## src/rtl/multiword_add_seq_pkg.sv

```systemverilog
// Shared types and constants for the nibble-serial multiword adder.
package multiword_add_seq_pkg;

  localparam int NIBBLE_W = 4;

  typedef enum logic [1:0] {
    IDLE = 2'd0,
    RUN  = 2'd1,
    DONE = 2'd2
  } state_e;

  // Counter width for n nibbles; never narrower than one bit.
  function automatic int clog2(input int n);
    int w;
    w = 1;
    while ((1 << w) < n) w++;
    return w;
  endfunction

endpackage

```

## src/rtl/ripple_carry_adder_4bit.sv

```systemverilog
// Purely combinational 4-bit ripple-carry adder used as the shared nibble slice.
module ripple_carry_adder_4bit (
  input  logic [3:0] a,
  input  logic [3:0] b,
  input  logic       c_in,
  output logic [3:0] sum,
  output logic       c_out
);

  always_comb begin
    logic [4:0] carry;
    // NOTE: every output of a combinational block gets a default first so no path leaves it unassigned and infers a latch.
    carry    = '0;
    sum      = '0;
    carry[0] = c_in;
    for (int i = 0; i < 4; i++) begin
      sum[i]       = a[i] ^ b[i] ^ carry[i];
      carry[i + 1] = (a[i] & b[i]) | (carry[i] & (a[i] ^ b[i]));
    end
    c_out = carry[4];
  end

endmodule

```

## src/rtl/multiword_add_seq.sv

```systemverilog
// WIDTH-bit adder that reuses one 4-bit slice per cycle, LSB nibble first,
// with valid/ready handshakes on both sides.
module multiword_add_seq
  import multiword_add_seq_pkg::*;
#(
  parameter int WIDTH = 16
) (
  input  logic             clk,
  input  logic             rst,
  input  logic             in_valid,
  output logic             in_ready,
  input  logic [WIDTH-1:0] a,
  input  logic [WIDTH-1:0] b,
  input  logic             c_in,
  output logic             out_valid,
  input  logic             out_ready,
  output logic [WIDTH-1:0] sum,
  output logic             c_out,
  output logic             ovf,
  output logic             busy
);

  localparam int NIBBLES = WIDTH / NIBBLE_W;
  localparam int CNT_W   = clog2(NIBBLES);
  localparam logic [CNT_W-1:0] LAST_CNT = CNT_W'(NIBBLES - 1);

  if (WIDTH < NIBBLE_W || (WIDTH % NIBBLE_W) != 0) begin : g_bad_width
    $error("multiword_add_seq: WIDTH must be a multiple of 4 and >= 4");
  end

  state_e                  state_q, state_d;
  logic [WIDTH-1:0]        a_sr, b_sr, res_sr;
  logic                    carry_q;
  logic [CNT_W-1:0]        cnt_q;
  logic                    sign_a_q, sign_b_q;
  logic [NIBBLE_W-1:0]     slice_sum;
  logic                    slice_co;
  logic [WIDTH+NIBBLE_W-1:0] res_cat;
  logic [WIDTH-1:0]        res_next;
  logic                    accept, last_nibble;

  ripple_carry_adder_4bit u_slice (
    .a     (a_sr[NIBBLE_W-1:0]),
    .b     (b_sr[NIBBLE_W-1:0]),
    .c_in  (carry_q),
    .sum   (slice_sum),
    .c_out (slice_co)
  );

  // New nibble enters at the MSB end; after NIBBLES shifts the result is aligned.
  assign res_cat  = {slice_sum, res_sr};
  assign res_next = res_cat[WIDTH+NIBBLE_W-1:NIBBLE_W];

  always_ff @(posedge clk) begin
    if (rst) state_q <= IDLE;
    else     state_q <= state_d;
  end

  always_comb begin
    state_d     = state_q;
    in_ready    = 1'b0;
    out_valid   = 1'b0;
    busy        = 1'b0;
    accept      = 1'b0;
    last_nibble = 1'b0;
    case (state_q)
      IDLE: begin
        in_ready = 1'b1;
        if (in_valid) begin
          accept  = 1'b1;
          state_d = RUN;
        end
      end
      RUN: begin
        busy = 1'b1;
        if (cnt_q == LAST_CNT) begin
          last_nibble = 1'b1;
          state_d     = DONE;
        end
      end
      DONE: begin
        busy      = 1'b1;
        out_valid = 1'b1;
        if (out_ready) state_d = IDLE;
      end
      default: state_d = IDLE;
    endcase
  end

  always_ff @(posedge clk) begin
    // NOTE: sequential state uses non-blocking assignments so every register samples pre-edge values, independent of statement order.
    if (rst) begin
      // NOTE: the operand/result shift registers are plain flops, not a RAM, so clearing them on reset is cheap and keeps state deterministic.
      a_sr     <= '0;
      b_sr     <= '0;
      res_sr   <= '0;
      carry_q  <= 1'b0;
      cnt_q    <= '0;
      sign_a_q <= 1'b0;
      sign_b_q <= 1'b0;
      sum      <= '0;
      c_out    <= 1'b0;
      ovf      <= 1'b0;
    end else if (accept) begin
      a_sr     <= a;
      b_sr     <= b;
      carry_q  <= c_in;
      cnt_q    <= '0;
      sign_a_q <= a[WIDTH-1];
      sign_b_q <= b[WIDTH-1];
    end else if (state_q == RUN) begin
      a_sr    <= a_sr >> NIBBLE_W;
      b_sr    <= b_sr >> NIBBLE_W;
      res_sr  <= res_next;
      carry_q <= slice_co;
      cnt_q   <= cnt_q + 1'b1;
      // Outputs load only on completion, so a partial result is never visible.
      if (last_nibble) begin
        sum   <= res_next;
        c_out <= slice_co;
        ovf   <= (sign_a_q == sign_b_q) && (res_next[WIDTH-1] != sign_a_q);
      end
    end
  end

endmodule
```

## config.mk

```make
export PLATFORM = sky130hd
export DESIGN_NAME = multiword_add_seq
export DESIGN_NICKNAME = d
export VERILOG_FILES = /design/src/rtl/multiword_add_seq_pkg.sv /design/src/rtl/ripple_carry_adder_4bit.sv /design/src/rtl/multiword_add_seq.sv
export SDC_FILE = /design/constraint.sdc
export NUM_CORES = 1
export LEC_CHECK = 0
export CORE_UTILIZATION = 56
export DETAILED_ROUTE_END_ITERATION = 7
export GPL_TIMING_DRIVEN = 0
export HOLD_SLACK_MARGIN = 0.03
export PLACE_DENSITY = 0.86
export SYNTH_ARGS = -nofsm -noshare
export SYNTH_HDL_FRONTEND = slang
export SYNTH_HIERARCHICAL = 1
export SYNTH_SLANG_ARGS = --single-unit
```

## constraint.sdc

```tcl
create_clock -name clk -period 4 [get_ports clk]
set_input_delay 0.4 -clock clk [delete_from_list [all_inputs] [get_ports clk]]
set_output_delay 0.4 -clock clk [all_outputs]
set_load 0.005 [all_outputs]
```

==> results of run 1 <==
-- registers in the layout, summed over array words and instances, names as in the netlist --
name      flops
c_out         1
sum          16
sign_b_q      1
sign_a_q      1
res_sr       12
a_sr         16
state_q       2
cnt_q         2
ovf           1
carry_q       1
b_sr         16
-- stage by stage --
stage	hold slack [ns]	power, W
after floorplan	0.436	0.00143
after CTS	0.439	0.00220
after global routing	0.472	0.00231
after global placement	0.449	0.00163
after detailed placement	0.462	0.00165
final	0.440	0.00220
-- final timing paths --
kind | startpoint | endpoint
max | a_sr[0] | sum[15]
min | rst | state_q[1]
max reg2reg | a_sr[0] | sum[15]
min reg2reg | a_sr[15] | a_sr[15]
-- synthesized netlist by cell type, types with 2 or more instances --
cell | n | share of area [%]
dfxtp_1 | 69 | 45
mux2i_1 | 40 | 13
a21oi_1 | 29 | 4.7
nor3_1 | 2 | 0.33
clkbuf_1 | 9 | 1.1
buf_2 | 6 | 0.98
o21ai_0 | 17 | 2.8
a211oi_1 | 26 | 6.4
fa_1 | 4 | 2.6
buf_6 | 6 | 2.2
nor2_1 | 39 | 4.8
nand2b_1 | 4 | 0.82
or3b_1 | 17 | 4.9
ha_1 | 6 | 2.5
nand3b_1 | 6 | 1.5
inv_1 | 15 | 1.8
buf_1 | 5 | 0.61
nand2_1 | 13 | 1.6
-- layout make-up --
type / count / area share (%)
Tap cell: 70 / 2.25
Sequential cell: 69 / 35.5
Buffer: 27 / 4.05
Clock inverter: 5 / 1.35
Multi-Input combinational cell: 209 / 37.7
Timing Repair Buffer: 56 / 14.4
Clock buffer: 10 / 3.28
Inverter: 15 / 1.45
-- kinds of logic (layout without fill, tap and decap cells) --
family / count (synthesis) / count (layout) / share of synthesized area [%]
AOI/OAI and AO/OA: 74 / 74 / 14.5
xor gates and xnor gates: 1 / 1 / 0.286
adders and majority gates: 10 / 10 / 5.07
buffers and inverters: 42 / 113 / 6.99
DFF: 69 / 69 / 45.1
muxes: 40 / 40 / 13.1
and+or+nand+nor: 84 / 84 / 15.0
-- cells in the final DEF (no fill, tap or decap) --
cell	count
nand2b_1	4
clkinvlp_4	1
nor2_1	39
clkbuf_1	10
inv_1	15
ha_1	6
bufinv_16	1
a211oi_1	26
or3b_1	17
a21oi_1	29
nand3_4	1
clkbuf_8	9
clkdlybuf4s50_1	56
nand3b_1	6
buf_6	6
buf_2	6
clkinv_2	3
fa_1	4
nand2_1	13
and2_4	1
buf_1	5
a222oi_1	1
mux2i_1	40
buf_4	1
o21ai_0	17
xnor2_1	1
nor3_1	2
dfxtp_1	69
a41oi_1	1
and3b_1	1
-- layer usage --
metal	part of all wire [%]	up-vias	track usage, %
li1	-	1245	-
met1	43	1170	30.8
met2	50	76	44.8
met3	5.0	15	3.49
met4	2.4	0	15.2
met5	0	-	0
-- power by group through the flow --
stage | registers, W | logic (W) | clock network (W)
CTS | 0.000892 | 0.000765 | 0.000540
global route | 0.000906 | 0.000837 | 0.000571
global placement | 0.000897 | 0.000731 | 0
finish | 0.000894 | 0.000770 | 0.000537
detailed placement | 0.000904 | 0.000750 | 0
floorplan | 0.000878 | 0.000551 | 0
-- worst register-to-register path, delay by kind of cell, from the launching register on --
family	cells	cell delay (ns)
and+or+nand+nor	1	0.36
DFF	1	0.34
buffers and inverters	4	0.32
adders and majority gates	4	1.33
AOI/OAI and AO/OA	1	0.12
==> flow_summary.ini, run 1 <==
[run_status]
outcome = completed

[yosys]
postSynthCellCount = 320
syn_nets = 367
ys_warn_count = 6
ys_seq_area_share_pct = 45.1
async_flop_share_pct = 0
ys.flop_type = dfxtp_1
syn_area_um2 = 3060
synth_edf_count = 0
ys_types = 25
ys_seq_elements = 69
synth.avg_cell_area_um2 = 9.57

[detailed_routing]
routed_via_density = 5.44
drc = 0
vias = 2506
detail_route.iter0.violations = 151
avgRoutedWirePerCell_um = 15.3
routed_wirelength_mm = 7.05
dr.pass1.iters = 6
ant_nets = 0

[final_layout]
synthToLayoutAreaGrowth_pct = 27.0
final_util_pct = 75.2
fill_cells = 369
n_antenna_cell = 0
final_area_um2 = 3890
drive_gt1_share_pct = 7.42
regArea_um2 = 1380
nets = 434
multi_input_area_um2 = 1470
final_cells = 461

[placed_design]
gp_congestion = 0.803
pre_cts_slack_ns = 1.49
placed_cell_area_um2 = 3710
portBuffers = 56
hpwl_mm = 4.87
numPlacedInstances = 446

[floorplan]
pin_count = 58
num_rows = 26
die_h_um = 76.0
dieArea_um2 = 5770
die_x_um = 76.0
initial_core_util_pct = 59.2
core_um2 = 5170

[sta]
relSlewSlack_pct = 61.7
fin_crit_ns = 2.55
rsz0062_at_grt = false
tightest_slew_ns = 0.574
drv_slew = 0
layout_setup_ws_ns = 1.45
hold_viol = 0
fin_setup_tns_ns = 0
finalSetupViolations = 0
finalCritPeriodShare_pct = 63.7
skew_ns = 0.00513
fmax_ghz = 0.392

[worst_setup_path]
reg2reg_slack_ns = 1.45
criticalPathCategory = flop to flop
path_delay_family = adder cells
cpPeakStageDelay_ns = 0.42
critPathCaptureType = flop
cp_cell_sequence = fa_1 > inv_1 > fa_1 > inv_1 > fa_1 > inv_1 > fa_1 > inv_1 > or3b_1 > a21oi_1
crit_buf_inv = 4
crit_cells = 10
cp.required_ns = 4.28
start_kind = flop
critPathSlowestCell = fa_1
cp_max_fo = 4
reg2reg_depth = 10
cp.arrival_ns = 2.83

[cts]
clockBufferDepth = 2
cts_root_buf = clkbuf_8
worstSkewPairLatency_ns = 0.35
path_clk_slew_ns = 0.07
cts.sink_count = 69
cts_hold_buf = 0
cts_buffers = 9
htree_levels = 3
cts_tree = built
post_cts_buffers = 0
cts_resized = 0

[min_path]
hold_path_depth = 3
hp-class = input pin to flop

[pwr]
clkPwrFrac_pct = 24.4
ir_drop_mv = 0.365
swShare_pct = 34.5
switchingPower_w = 0.000759
p_leak_nw = 1.43
seq_power_share_pct = 40.6
combinationalPowerShare_pct = 35.0
internal-power_w = 0.00144
powerDensity_nw_per_um2 = 566

[grt]
grt_pass1_vias = 2483
grtUsageTotal_pct = 26.0
grt_pass1_wl_mm = 11.6
grt_max_degree = 12
antenna_found_initial = 0
overflow = 0

[run]
maxCapViolations = 0
No activity file was read; power rests on OpenSTA's default activity.
==> run 2, diff against run 1 <==
CORE_UTILIZATION = 52   (was 56)
PLACE_DENSITY = 0.81   (was 0.86)
clock period = 2.6 ns   (was 4 ns; I/O delays follow)
==> run 2 against run 1 <==
Routed wire length decreased by 2.5%; worst hold slack got worse by 0.16 ns; setup slack got worse by 1.3 ns; non-clock buffer count increased by 1; largest cell class unchanged.
==> flow_summary.ini, run 2 (same netlist as run 1, synthesis figures left out) <==
[pwr]
ir_drop_mv = 0.432
p_leak_nw = 1.44
p_total_w = 0.00348
powerDensity_nw_per_um2 = 884

[cts]
path_clk_slew_ns = 0.07
cts_tree = built
worstSkewPairLatency_ns = 0.35
htree_levels = 3
cts_root_buf = clkbuf_8
cts_buffers = 9
clockBufferDepth = 2
cts.sink_count = 69

[placed_design]
hpwl_mm = 4.85
placed_cell_area_um2 = 3710
pre_cts_slack_ns = 0.0620
gp_congestion = 0.819
portBuffers = 56
numPlacedInstances = 448

[worst_setup_path]
cp.required_ns = 2.82
cp_cell_sequence = fa_2 > inv_2 > fa_1 > inv_1 > fa_1 > inv_1 > fa_1 > inv_2 > and3b_1 > a21oi_2 > a211oi_1
critPathSlowestCell = fa_1
start_kind = flop
cp.arrival_ns = 2.68
cp_common_cell = fa_1
critPathCaptureType = flop
cpPeakStageDelay_ns = 0.41
reg2reg_from = a_sr[0]
cp_max_fo = 4
startpoint = a_sr[0]
criticalPathCategory = flop to flop

[final_layout]
synthToLayoutAreaGrowth_pct = 28.7
fill_cells = 482
layout_commonest_cell = dfxtp_1
final_cells = 465
reg.largest.list = a_sr: 16 flops, b_sr: 16 flops, sum: 16 flops
nets = 435
final_area_um2 = 3940
n_antenna_cell = 0
layout_common_cells = 68 x dfxtp_1, 56 x clkdlybuf4s50_1, 40 x mux2i_1
drive_gt1_share_pct = 9.67

[detailed_routing]
ant_nets = 0
drc = 0
vias = 2438
dr.pass1.iters = 6
avgRoutedWirePerCell_um = 14.8
routed_via_density = 5.24
detail_route.iter0.violations = 61
routed_wirelength_mm = 6.87

[sta]
hold_viol = 0
finalSetupViolations = 0
rsz0062_at_grt = false
tightest_slew_ns = 0.621
skew_ns = 0.00897
finalCritPeriodShare_pct = 94.6
drv_slew = 0
layout_setup_ws_ns = 0.139
fin_crit_ns = 2.46
relSlewSlack_pct = 58.6
fin_setup_tns_ns = 0
fmax_ghz = 0.406

[floorplan]
dieArea_um2 = 6200
die_x_um = 78.8
pin_count = 58
core_um2 = 5610
die_h_um = 78.8
num_rows = 27
initial_core_util_pct = 54.6

[grt]
grt_pass1_wl_mm = 11.3
grt_pass1_vias = 2391
antenna_found_initial = 0
overflow = 0
grtUsageTotal_pct = 24.4
grt_max_degree = 13

[min_path]
hp-class = input pin to flop
min_from = rst

[run]
maxCapViolations = 0

[run_status]
outcome = completed
## run 2: path summary, 6_finish.rpt
kind / end / slack [ns] / cells after the start
max reg2reg: ovf / 0.14 / 11
min: state_q[1] / 0.28 / 3
min reg2reg: b_sr[15] / 0.47 / 2
max: ovf / 0.14 / 11
## run 2: repair_timing
action / 4_1_cts / 5_1_grt
hold buffers: 0 / 0
buffers inserted: 0 / 1
gates resized for setup: 0 / 6
hold endpoints to repair: 0 / 0
setup endpoints to repair: 0 / 2
## run 2: area by class of cell
class | instances | area (um2) | area share (%)
buffer | 27 | 158 | 4.00
clock buffer | 11 | 151 | 3.84
clock inverter | 5 | 58.8 | 1.49
inverter | 15 | 56.3 | 1.43
multi-input combinational | 209 | 1480 | 37.5
sequential | 69 | 1380 | 35.1
tap | 72 | 90.1 | 2.28
timing repair buffer | 57 | 568 | 14.4
## run 2: through the flow
step                      util, %  hold WS, ns
final                        70.3        0.279
after global routing         70.3        0.294
after CTS                    70.0        0.274
after detailed placement     66.2        0.453
after global placement       66.2        0.449
after floorplan                 -        0.396
## run 2: worst max-delay path, delay by kind of cell (launching register included)
kind            cells  cell delay, ns
fa+ha+maj           4            1.30
flops               1            0.34
buf+inv             4            0.29
compound gates      2            0.22
simple gates        1            0.18
## run 2: routing by layer
layer	global-route usage, %	share of wire [%]
met2	42.1	50
met4	13.5	2.6
met1	28.4	44
met3	4.60	3.3
met5	0	0
## run 2: where the power goes
part           internal, W  total, W  switching [W]
Clock             0.000495  0.000902       0.000408
Combinational     0.000560   0.00121       0.000650
Sequential         0.00125   0.00137       0.000123
==> run 3, diff against run 2 <==
RECOVER_POWER = 25   (was default)
==> run 3 against run 2 <==
Final cell count stayed put; final area shrank 0.29%; critical path depth down 1; critical endpoint is now sum[15]; largest power group unchanged; highest routed layer unchanged; setup slack got worse by 0.0036 ns; routed wire length up 0.23%; via count increased by 0.62%; utilization down 0.20 points; first-iteration DRC count rose by 16%; clock skew is essentially flat; clock power about the same.
==> flow_summary.ini, run 3 (same netlist as run 1, synthesis figures left out) <==
[run_status]
outcome = completed

[final_layout]
drive_gt1_share_pct = 8.91
reg.largest.list = a_sr: 16 flops, b_sr: 16 flops, sum: 16 flops
layout_commonest_cell = dfxtp_1
nets = 435
final_cells = 465
final_util_pct = 70.1
synthToLayoutAreaGrowth_pct = 28.3
layout_common_cells = 68 x dfxtp_1, 40 x mux2i_1, 39 x nor2_1
n_antenna_cell = 0

[cts]
path_clk_slew_ns = 0.07
cts_hold_buf = 0
clockBufferDepth = 2
cts.sink_count = 69
htree_levels = 3
cts_tree = built
worstSkewPairLatency_ns = 0.35
cts_buffers = 9
cts_root_buf = clkbuf_8

[sta]
tightest_slew_ns = 0.618
drv_slew = 0
skew_ns = 0.00881
relSlewSlack_pct = 58.8
finalSetupViolations = 0
rsz0062_at_grt = false
fmax_ghz = 0.406
finalCritPeriodShare_pct = 94.8
fin_setup_tns_ns = 0
hold_viol = 0
fin_crit_ns = 2.46

[grt]
grt_pass1_wl_mm = 11.3
antenna_found_initial = 0
grt_max_degree = 13
grtUsageTotal_pct = 24.4
overflow = 0
grt_pass1_vias = 2391

[worst_setup_path]
cp_cell_sequence = fa_2 > inv_2 > fa_1 > inv_1 > fa_1 > inv_1 > fa_1 > inv_2 > or3b_1 > a21oi_2
criticalPathCategory = flop to flop
crit_buf_inv = 4
cp_common_cell = fa_1
cpPeakStageDelay_ns = 0.41
cp_max_fo = 4
cp.arrival_ns = 2.75
start_kind = flop
critPathCaptureType = flop
critPathSlowestCell = fa_1
cp.required_ns = 2.88
path_delay_family = adder cells

[placed_design]
portBuffers = 56
hpwl_mm = 4.85
numPlacedInstances = 448
gp_congestion = 0.819

[detailed_routing]
ant_nets = 0
drc = 0
dr.pass1.iters = 6
routed_via_density = 5.28
routed_wirelength_mm = 6.89
avgRoutedWirePerCell_um = 14.8
vias = 2453
detail_route.iter0.violations = 71

[pwr]
ir_drop_mv = 0.429
switchingPower_w = 0.00118
clkPwrFrac_pct = 26.0
combinationalPowerShare_pct = 34.5
internal-power_w = 0.00229
swShare_pct = 34.0
seq_power_share_pct = 39.5
p_leak_nw = 1.49
powerDensity_nw_per_um2 = 883

[floorplan]
die_h_um = 78.8
dieArea_um2 = 6200
num_rows = 27
pin_count = 58
initial_core_util_pct = 54.6
die_x_um = 78.8
core_um2 = 5610

[run]
maxCapViolations = 0

[min_path]
hp-class = input pin to flop
[run 3: power groups by stage]
stage	Combinational, W	Sequential, W	Clock, W
3_3_place_gp	0.00114	0.00138	0
6_report	0.00120	0.00137	0.000902
4_1_cts	0.00117	0.00137	0.000910
3_5_place_dp	0.00116	0.00139	0
5_1_grt	0.00130	0.00139	0.000963
2_1_floorplan	0.000848	0.00135	0
[run 3: layout make-up]
type / count / area, um2
inverters: 15 / 56.3
flip-flops and latches: 69 / 1380
repair buffers: 57 / 568
clock buffers: 11 / 151
clock inverters: 5 / 58.8
fillers: 484 / 1680
multi-input cells: 209 / 1480
well taps: 72 / 90.1
plain buffers: 27 / 149
[run 3: timing repair]
item	in CTS	in global routing
hold endpoints to repair	0	0
endpoints found under the setup margin	0	2
gates resized for setup	0	6
buffers inserted	0	1
[run 3: tightest hold or removal path: cells and delay by family]
kind	cells	cell delay [ns]
mux	1	0.06
simple gates	1	0.11
buf+inv	1	0.15
[run 3: per-stage QoR]
stage / hold slack, ns / total power, W / setup slack, ns / area, um2
2_1_floorplan: 0.396 / 0.00220 / 0.234 / 3060
3_3_place_gp: 0.449 / 0.00252 / 0.0462 / 3710
3_5_place_dp: 0.453 / 0.00255 / 0.0620 / 3710
4_1_cts: 0.274 / 0.00345 / 0.0493 / 3920
5_1_grt: 0.294 / 0.00366 / 0.0246 / 3930
6_report: 0.278 / 0.00347 / 0.136 / 3930
[run 3: per-layer routing]
metal,up-vias,track usage [%],part of all wire (%)
li1,1246,-,-
met5,-,0,0
met1,1126,28.4,44
met3,16,4.60,3.0
met2,65,42.1,50
met4,0,13.5,2.6
[run 3: final timing paths]
| kind | startpoint | endpoint | slack (ns) | cells after the start |
|---|---|---|---|---|
| max | a_sr[0] | sum[15] | 0.14 | 10 |
| min | rst | state_q[1] | 0.28 | 3 |
| max reg2reg | a_sr[0] | sum[15] | 0.14 | 10 |
| min reg2reg | b_sr[15] | b_sr[15] | 0.47 | 2 |
